**src/rtl/axil_led_pkg.sv**
```systemverilog
// Shared definitions for the AXI-Lite LED/GPIO output controller.
package axil_led_pkg;

   // Register byte offsets
   localparam int unsigned OFF_DATA     = 32'h000;
   localparam int unsigned OFF_PRESC    = 32'h004;
   localparam int unsigned OFF_STATUS   = 32'h008;
   localparam int unsigned OFF_CFG_BASE = 32'h100;

   // AXI response codes
   localparam logic [1:0] RESP_OKAY   = 2'b00;
   localparam logic [1:0] RESP_SLVERR = 2'b10;

   // Channel modes; the fourth encoding behaves as static
   typedef enum logic [1:0] {
      MODE_STATIC = 2'd0,
      MODE_BLINK  = 2'd1,
      MODE_PWM    = 2'd2,
      MODE_RSVD   = 2'd3
   } mode_e;

   typedef enum logic {
      W_IDLE = 1'b0,
      W_RESP = 1'b1
   } wr_state_e;

   typedef enum logic {
      R_IDLE = 1'b0,
      R_DATA = 1'b1
   } rd_state_e;

   // Byte-strobe merge of write data into the current register view
   function automatic logic [31:0] apply_strb(input logic [31:0] old,
                                              input logic [31:0] wdata,
                                              input logic [3:0]  strb);
      logic [31:0] res;
      res = old;
      for (int b = 0; b < 4; b++) begin
         if (strb[b]) res[8*b +: 8] = wdata[8*b +: 8];
      end
      return res;
   endfunction

endpackage

```
**src/rtl/axil_led_pwm_gpio_chan.sv**
```systemverilog
// One LED channel: static level, blink phase flop or PWM compare, registered out.
module led_chan_gen
   import axil_led_pkg::*;
#(
   parameter int PWM_W = 8
) (
   input  logic             clk,
   input  logic             rst,
   input  mode_e            mode,
   input  logic [PWM_W-1:0] duty,
   input  logic [PWM_W-1:0] pwm_cnt,
   input  logic             level,
   input  logic             strobe,
   input  logic             clr_blink,
   output logic             led
);

   logic blink_q;
   logic led_next;

   // Blink phase: a mode write restarts it low, otherwise flips once per PWM period
   always_ff @(posedge clk or posedge rst) begin
      if (rst)            blink_q <= 1'b0;
      else if (clr_blink) blink_q <= 1'b0;
      else if (strobe)    blink_q <= ~blink_q;
   end

   // Mode mux; all-ones duty is pinned on so full scale has no dark slot
   always_comb begin
      led_next = level;
      case (mode)
         MODE_BLINK: led_next = blink_q;
         MODE_PWM:   led_next = (duty == '1) || (pwm_cnt < duty);
         default:    led_next = level;
      endcase
   end

   // Registered LED drive
   always_ff @(posedge clk or posedge rst) begin
      if (rst) led <= 1'b0;
      else     led <= led_next;
   end

endmodule

```
**src/rtl/axil_led_pwm_gpio.sv**
```systemverilog
// AXI4-Lite LED/GPIO controller: per-channel static/blink/PWM with shared timebase.
//
// state  | meaning
// W_IDLE | waiting for address and data together; accepts both in one cycle
// W_RESP | write done, bvalid held until bready
// R_IDLE | waiting for arvalid; accepts immediately
// R_DATA | registered rdata/rresp presented, rvalid held until rready
module axil_led_pwm_gpio
   import axil_led_pkg::*;
#(
   parameter int NUM_CH  = 8,
   parameter int ADDR_W  = 12,
   parameter int PWM_W   = 8,
   parameter int PRESC_W = 16
) (
   input  logic              ACLK,
   input  logic              ARESET,
   input  logic [ADDR_W-1:0] s_axi_awaddr,
   input  logic              s_axi_awvalid,
   output logic              s_axi_awready,
   input  logic [31:0]       s_axi_wdata,
   input  logic [3:0]        s_axi_wstrb,
   input  logic              s_axi_wvalid,
   output logic              s_axi_wready,
   output logic [1:0]        s_axi_bresp,
   output logic              s_axi_bvalid,
   input  logic              s_axi_bready,
   input  logic [ADDR_W-1:0] s_axi_araddr,
   input  logic              s_axi_arvalid,
   output logic              s_axi_arready,
   output logic [31:0]       s_axi_rdata,
   output logic [1:0]        s_axi_rresp,
   output logic              s_axi_rvalid,
   input  logic              s_axi_rready,
   output logic [NUM_CH-1:0] led_o
);

   localparam int          IDX_W   = (NUM_CH > 1) ? $clog2(NUM_CH) : 1;
   localparam int unsigned CFG_END = OFF_CFG_BASE + 32'(4 * NUM_CH);

   wr_state_e w_state, w_next;
   rd_state_e r_state, r_next;

   logic [NUM_CH-1:0]  data_reg;
   logic [PRESC_W-1:0] presc_reg, presc_cnt;
   logic [PWM_W-1:0]   pwm_cnt;
   mode_e              cfg_mode [NUM_CH];
   logic [PWM_W-1:0]   cfg_duty [NUM_CH];
   logic [31:0]        cfg_word [NUM_CH];

   logic [31:0]       aw_a, ar_a, rd_val, wr_old, wr_new;
   logic [IDX_W-1:0]  aw_idx, ar_idx;
   logic              aw_cfg, ar_cfg, rd_hit, wr_hit;
   logic              aw_hs, ar_hs, presc_wr, tick, strobe;
   logic [NUM_CH-1:0] clr_blink;
   logic              unused_bits;

   assign aw_a   = 32'(s_axi_awaddr) & ~32'd3;
   assign ar_a   = 32'(s_axi_araddr) & ~32'd3;
   assign aw_cfg = (aw_a >= OFF_CFG_BASE) && (aw_a < CFG_END);
   assign ar_cfg = (ar_a >= OFF_CFG_BASE) && (ar_a < CFG_END);
   assign aw_idx = IDX_W'((aw_a - OFF_CFG_BASE) >> 2);
   assign ar_idx = IDX_W'((ar_a - OFF_CFG_BASE) >> 2);
   assign aw_hs  = s_axi_awready;
   assign ar_hs  = s_axi_arready;

   // FSM state registers
   always_ff @(posedge ACLK or posedge ARESET) begin
      if (ARESET) begin
         w_state <= W_IDLE;
         r_state <= R_IDLE;
      end else begin
         w_state <= w_next;
         r_state <= r_next;
      end
   end

   // Write FSM: address and data are only taken together
   always_comb begin
      w_next        = w_state;
      s_axi_awready = 1'b0;
      s_axi_wready  = 1'b0;
      s_axi_bvalid  = 1'b0;
      case (w_state)
         W_IDLE: if (s_axi_awvalid && s_axi_wvalid && !ARESET) begin
            s_axi_awready = 1'b1;
            s_axi_wready  = 1'b1;
            w_next        = W_RESP;
         end
         W_RESP: begin
            s_axi_bvalid = 1'b1;
            if (s_axi_bready) w_next = W_IDLE;
         end
         default: w_next = W_IDLE;
      endcase
   end

   // Read FSM
   always_comb begin
      r_next        = r_state;
      s_axi_arready = 1'b0;
      s_axi_rvalid  = 1'b0;
      case (r_state)
         R_IDLE: if (s_axi_arvalid && !ARESET) begin
            s_axi_arready = 1'b1;
            r_next        = R_DATA;
         end
         R_DATA: begin
            s_axi_rvalid = 1'b1;
            if (s_axi_rready) r_next = R_IDLE;
         end
         default: r_next = R_IDLE;
      endcase
   end

   // Packed readback view of each channel config
   always_comb begin
      for (int c = 0; c < NUM_CH; c++) begin
         cfg_word[c]             = '0;
         cfg_word[c][1:0]        = cfg_mode[c];
         cfg_word[c][8 +: PWM_W] = cfg_duty[c];
      end
   end

   // Read-side decode
   always_comb begin
      rd_hit = 1'b1;
      rd_val = '0;
      if (ar_a == OFF_DATA)        rd_val = 32'(data_reg);
      else if (ar_a == OFF_PRESC)  rd_val = 32'(presc_reg);
      else if (ar_a == OFF_STATUS) rd_val = 32'(led_o);
      else if (ar_cfg)             rd_val = cfg_word[ar_idx];
      else                         rd_hit = 1'b0;
   end

   // Write-side decode; STATUS is accepted but has nothing behind it
   always_comb begin
      wr_hit = 1'b1;
      wr_old = '0;
      if (aw_a == OFF_DATA)        wr_old = 32'(data_reg);
      else if (aw_a == OFF_PRESC)  wr_old = 32'(presc_reg);
      else if (aw_a == OFF_STATUS) wr_old = '0;
      else if (aw_cfg)             wr_old = cfg_word[aw_idx];
      else                         wr_hit = 1'b0;
   end

   assign wr_new      = apply_strb(wr_old, s_axi_wdata, s_axi_wstrb);
   assign unused_bits = ^wr_new;

   // Register file update on the write handshake
   always_ff @(posedge ACLK or posedge ARESET) begin
      if (ARESET) begin
         data_reg  <= '0;
         presc_reg <= '0;
         for (int c = 0; c < NUM_CH; c++) begin
            cfg_mode[c] <= MODE_STATIC;
            cfg_duty[c] <= '0;
         end
      end else if (aw_hs) begin
         if (aw_a == OFF_DATA)  data_reg  <= wr_new[NUM_CH-1:0];
         if (aw_a == OFF_PRESC) presc_reg <= wr_new[PRESC_W-1:0];
         if (aw_cfg) begin
            cfg_mode[aw_idx] <= mode_e'(wr_new[1:0]);
            cfg_duty[aw_idx] <= wr_new[8 +: PWM_W];
         end
      end
   end

   // Response registers; a read captures the pre-write value in a collision
   always_ff @(posedge ACLK or posedge ARESET) begin
      if (ARESET) begin
         s_axi_bresp <= RESP_OKAY;
         s_axi_rdata <= '0;
         s_axi_rresp <= RESP_OKAY;
      end else begin
         if (aw_hs) s_axi_bresp <= wr_hit ? RESP_OKAY : RESP_SLVERR;
         if (ar_hs) begin
            s_axi_rdata <= rd_val;
            s_axi_rresp <= rd_hit ? RESP_OKAY : RESP_SLVERR;
         end
      end
   end

   assign tick     = (presc_cnt == '0);
   assign strobe   = tick && (pwm_cnt == '1);
   assign presc_wr = aw_hs && (aw_a == OFF_PRESC);

   // Prescaler down-counter: tick at terminal count, restart on a PRESC write
   always_ff @(posedge ACLK or posedge ARESET) begin
      if (ARESET)        presc_cnt <= '0;
      else if (presc_wr) presc_cnt <= wr_new[PRESC_W-1:0];
      else if (tick)     presc_cnt <= presc_reg;
      else               presc_cnt <= presc_cnt - 1'b1;
   end

   // Shared PWM counter, wraps naturally
   always_ff @(posedge ACLK or posedge ARESET) begin
      if (ARESET)    pwm_cnt <= '0;
      else if (tick) pwm_cnt <= pwm_cnt + 1'b1;
   end

   for (genvar c = 0; c < NUM_CH; c++) begin : g_chan
      assign clr_blink[c] = aw_hs && aw_cfg && (aw_idx == IDX_W'(c)) && s_axi_wstrb[0];

      led_chan_gen #(.PWM_W(PWM_W)) u_chan (
         .clk       (ACLK),
         .rst       (ARESET),
         .mode      (cfg_mode[c]),
         .duty      (cfg_duty[c]),
         .pwm_cnt   (pwm_cnt),
         .level     (data_reg[c]),
         .strobe    (strobe),
         .clr_blink (clr_blink[c]),
         .led       (led_o[c])
      );
   end

endmodule

```
**config.mk**
```make
export PLATFORM = sky130hd
export DESIGN_NAME = axil_led_pwm_gpio
export DESIGN_NICKNAME = d
export VERILOG_FILES = /design/src/rtl/axil_led_pkg.sv /design/src/rtl/axil_led_pwm_gpio_chan.sv /design/src/rtl/axil_led_pwm_gpio.sv
export SDC_FILE = /design/constraint.sdc
export NUM_CORES = 1
export LEC_CHECK = 0
export ABC_AREA = 1
export BUFFER_PORTS_ARGS = -buffer_cell sky130_fd_sc_hd__buf_4
export CORE_ASPECT_RATIO = 1.1
export CORE_MARGIN = 8
export CORE_UTILIZATION = 55
export DETAILED_ROUTE_END_ITERATION = 10
export PLACE_DENSITY = 0.83
export REMOVE_ABC_BUFFERS = 1
export SETUP_SLACK_MARGIN = 0.05
export SYNTH_ARGS = -nofsm -noshare
export SYNTH_HDL_FRONTEND = slang
export SYNTH_SLANG_ARGS = --single-unit
```
**constraint.sdc**
```tcl
create_clock -name ACLK -period 4.1 [get_ports ACLK]
set_input_delay 0.615 -clock ACLK [delete_from_list [all_inputs] [get_ports ACLK]]
set_output_delay 0.615 -clock ACLK [all_outputs]
set_load 0.02 [all_outputs]
```
==> flow_summary.toml <==
[outcome]
outcome = "complete, no violations"

[critical_path]
cp_top_family = "simple AND/OR/NAND/NOR gates"
r2r_slack_ns = 1.54
cp-start-kind = "primary input"
crit-reg2reg-launch = "presc_cnt[0]"
r2r_cells = 8
path_buf_inv = 3
slowest_delay_ns = 0.66
cp_max_fo = 44
cp-end-kind = "flip-flop"
r2r_end = "pwm_cnt[2]"
required_ns = 4.44
worstPathCellList = "buf_4 > inv_2 > nand2_1 > nor2_2 > nand2_2 > nor2_1 > inv_1 > nand2_1 > nand2_1"
cpMostUsedCell = "nand2_1"
arrival_ns = 2.96
crit_type = "primary input to flip-flop"
slowest_stage = "nor2_1"

[clock_tree]
clock_latency_ns = 0.45
cts_hold_buf = 0
post_cts_resized = 0
cts_made_buffers = 17
clk_pin_slew_ns = 0.08
post_cts_buffers = 0
cts_root_buf = "clkbuf_16"
htree_levels = 4
cts_buffer_depth = 2
cts_tree = "built"
cts.sinks = 164

[detailed_routing]
first_pass_iters = 8
wl_per_cell_um = 17.8
drt_iter0_drc = 1326
drc = 0
antenna_left = 0
drt_wl_total_mm = 35.8
vias = 11300
viasPerCell = 5.62

[global_route]
antenna_found_initial = 0
grt_pass1_wl_mm = 57.3
overflow = 0
grtUsageTotal_pct = 28.0
grt_max_degree = 165
grt_pass1_vias = 10900

[synth]
async_reset_ff_share_pct = 100
synth-edff-count = 0
synth_top_family_by_area = "simple AND/OR/NAND/NOR gates"
synth-compound-area-share_pct = 7.32
synth.area.top_cells = "dfrtp_1 (35%), nand2_1 (27%), ha_1 (8.0%)"
ys_ff_latch = 164
avgSynthCellArea_um2 = 6.76
synth_fa_ha_area_share_pct = 8.01
yosys.area.top_type = "dfrtp_1"
syn_area_um2 = 11600
muxShareOfSynthArea_pct = 0
synth_xor_area_share_pct = 1.14
ys.flop_type = "dfrtp_1"
seq_area_frac_synth_pct = 35.5
ys_types = 37
yosysTopAreaCellShare_pct = 35.5
ys_warn_count = 0
synth-simple-area-share_pct = 37.9
synthCells = 1709

[pwr]
power.internal_mw = 2.89
p_leak_nw = 7.10
p_switching_mw = 1.55
comb_power_share_pct = 21.5
p_sw_share_pct = 35.0
power.share.clock_pct = 37.0
peakVddDrop_mv = 0.307
power.density_nw_per_um2 = 351
total_power_mw = 4.44
seq_power_share_pct = 41.5

[floorplanning]
die_y_um = 168
initial_core_util_pct = 56.2
dieArea_um2 = 25900
die_w_um = 154
core-area_um2 = 20600
pin_count = 116
num_rows = 55

[timing]
hold_violations = 0
rsz0062_at_grt = "false"
min_period_over_period_pct = 64.0
finalSetupViolations = 0
worst_clock_skew_ns = 0.0140
slew_headroom_pct = 41.4
slew_viol_final = 0
period_minus_slack_ns = 2.62
fmaxAchievable_mhz = 381
worst_slew_pin_slew_ns = 0.879
setup_tns_ns = 0

[hold_path]
holdCritStartpoint = "s_axi_rready"
holdPathEnd = "r_state"
holdPathStages = 2
hold_class = "primary input to flip-flop"

[finish]
layout.nets = 1883
final_layout_size_suffix_gt1_share_pct = 10.3
final_cells = 2011
fin_area_um2 = 12700
final_common_cell = "nand2_1"
fillerInstances = 1923
largest_reg_flops = 64
regMostFlops = "cfg_duty"
layout_common_cells = "nand2_1 (819), dfrtp_1 (164), inv_1 (152)"
multi_input_area_um2 = 6360
regArea_um2 = 4100
syn2layout_area_growth_pct = 9.47
diodes = 0

[placed_design]
dp.cells = 1979
placed_area_um2 = 12000
port_buffers = 75
place.gp.congestion = 0.989
dp_hpwl_mm = 25.9

[run]
max-cap-violations = 0
kinds of logic after synthesis:
group,count (synthesis)
adders and majority gates,74
and+or+nand+nor,1047
DFF,164
AOI/OAI and AO/OA,154
xor gates and xnor gates,15
other,1
buffers and inverters,254
metal layers:
| layer | global-route usage, % | vias to the layer above | wire length [µm] |
|---|---|---|---|
| met5 | 0 | - | 0 |
| met4 | 15.8 | 0 | 1750 |
| met3 | 3.94 | 99 | 3050 |
| met2 | 45.4 | 533 | 16700 |
| met1 | 35.5 | 5281 | 14300 |
| li1 | - | 5379 | - |
worst reg2reg max path, delay by kind of cell (launching register included):
kind | cells | cell delay [ns]
xor gates and xnor gates | 1 | 0.15
adders and majority gates | 1 | 0.19
buffers and inverters | 2 | 0.61
DFF | 1 | 0.39
and+or+nand+nor | 4 | 1.07
power groups by stage:
| stage | clock [mW] | combinational (mW) | sequential (mW) |
|---|---|---|---|
| global route | 1.71 | 1.10 | 1.85 |
| finish | 1.64 | 0.955 | 1.84 |
| global placement | 0 | 0.911 | 1.87 |
| floorplan | 0 | 0.647 | 1.84 |
| detailed placement | 0 | 0.937 | 1.87 |
| CTS | 1.65 | 0.945 | 1.84 |
synthesized netlist by cell type (6+ instances only):
| cell | n |
|---|---|
| o21ai_0 | 47 |
| xnor2_1 | 6 |
| buf_4 | 35 |
| nor3_1 | 7 |
| inv_1 | 152 |
| o211ai_1 | 13 |
| nand4_1 | 10 |
| nor4_1 | 17 |
| nor2_1 | 49 |
| nand3_1 | 85 |
| buf_2 | 22 |
| nand3b_1 | 9 |
| clkbuf_1 | 21 |
| a21oi_1 | 75 |
| buf_6 | 7 |
| nand2_2 | 17 |
| nand2_1 | 819 |
| xor2_1 | 9 |
| ha_1 | 74 |
| or2_2 | 11 |
| o21a_1 | 10 |
| dfrtp_1 | 164 |
| nor2_2 | 6 |
| inv_2 | 17 |
through the flow:
step	hold slack, ns	utilization [%]	setup WS, ns
final	0.352	61.5	1.48
after global routing	0.355	61.5	1.34
after CTS	0.346	61.5	1.55
after detailed placement	0.465	58.6	1.11
after global placement	0.462	58.6	1.17
after floorplan	0.449	-	-0.616
worst max path at each step:
stage | depth (start not counted) | start | to
floorplan | 3 | ARESET | s_axi_arready
global placement | 11 | s_axi_awaddr[6] | g_chan[2].u_chan.blink_q
detailed placement | 11 | s_axi_awaddr[6] | g_chan[2].u_chan.blink_q
CTS | 8 | presc_cnt[0] | pwm_cnt[2]
global route | 9 | s_axi_awaddr[2] | data_reg[2]
finish | 9 | s_axi_awaddr[2] | data_reg[2]
area by class of cell:
type,instances,share of cell area (%)
inverters,169,5.05
clock inverters,15,1.44
clock buffers,17,3.36
multi-input cells,1308,50.2
well taps,256,2.53
flip-flops and latches,164,32.4
repair buffers,82,4.96
(Power assumes the default switching activity.)
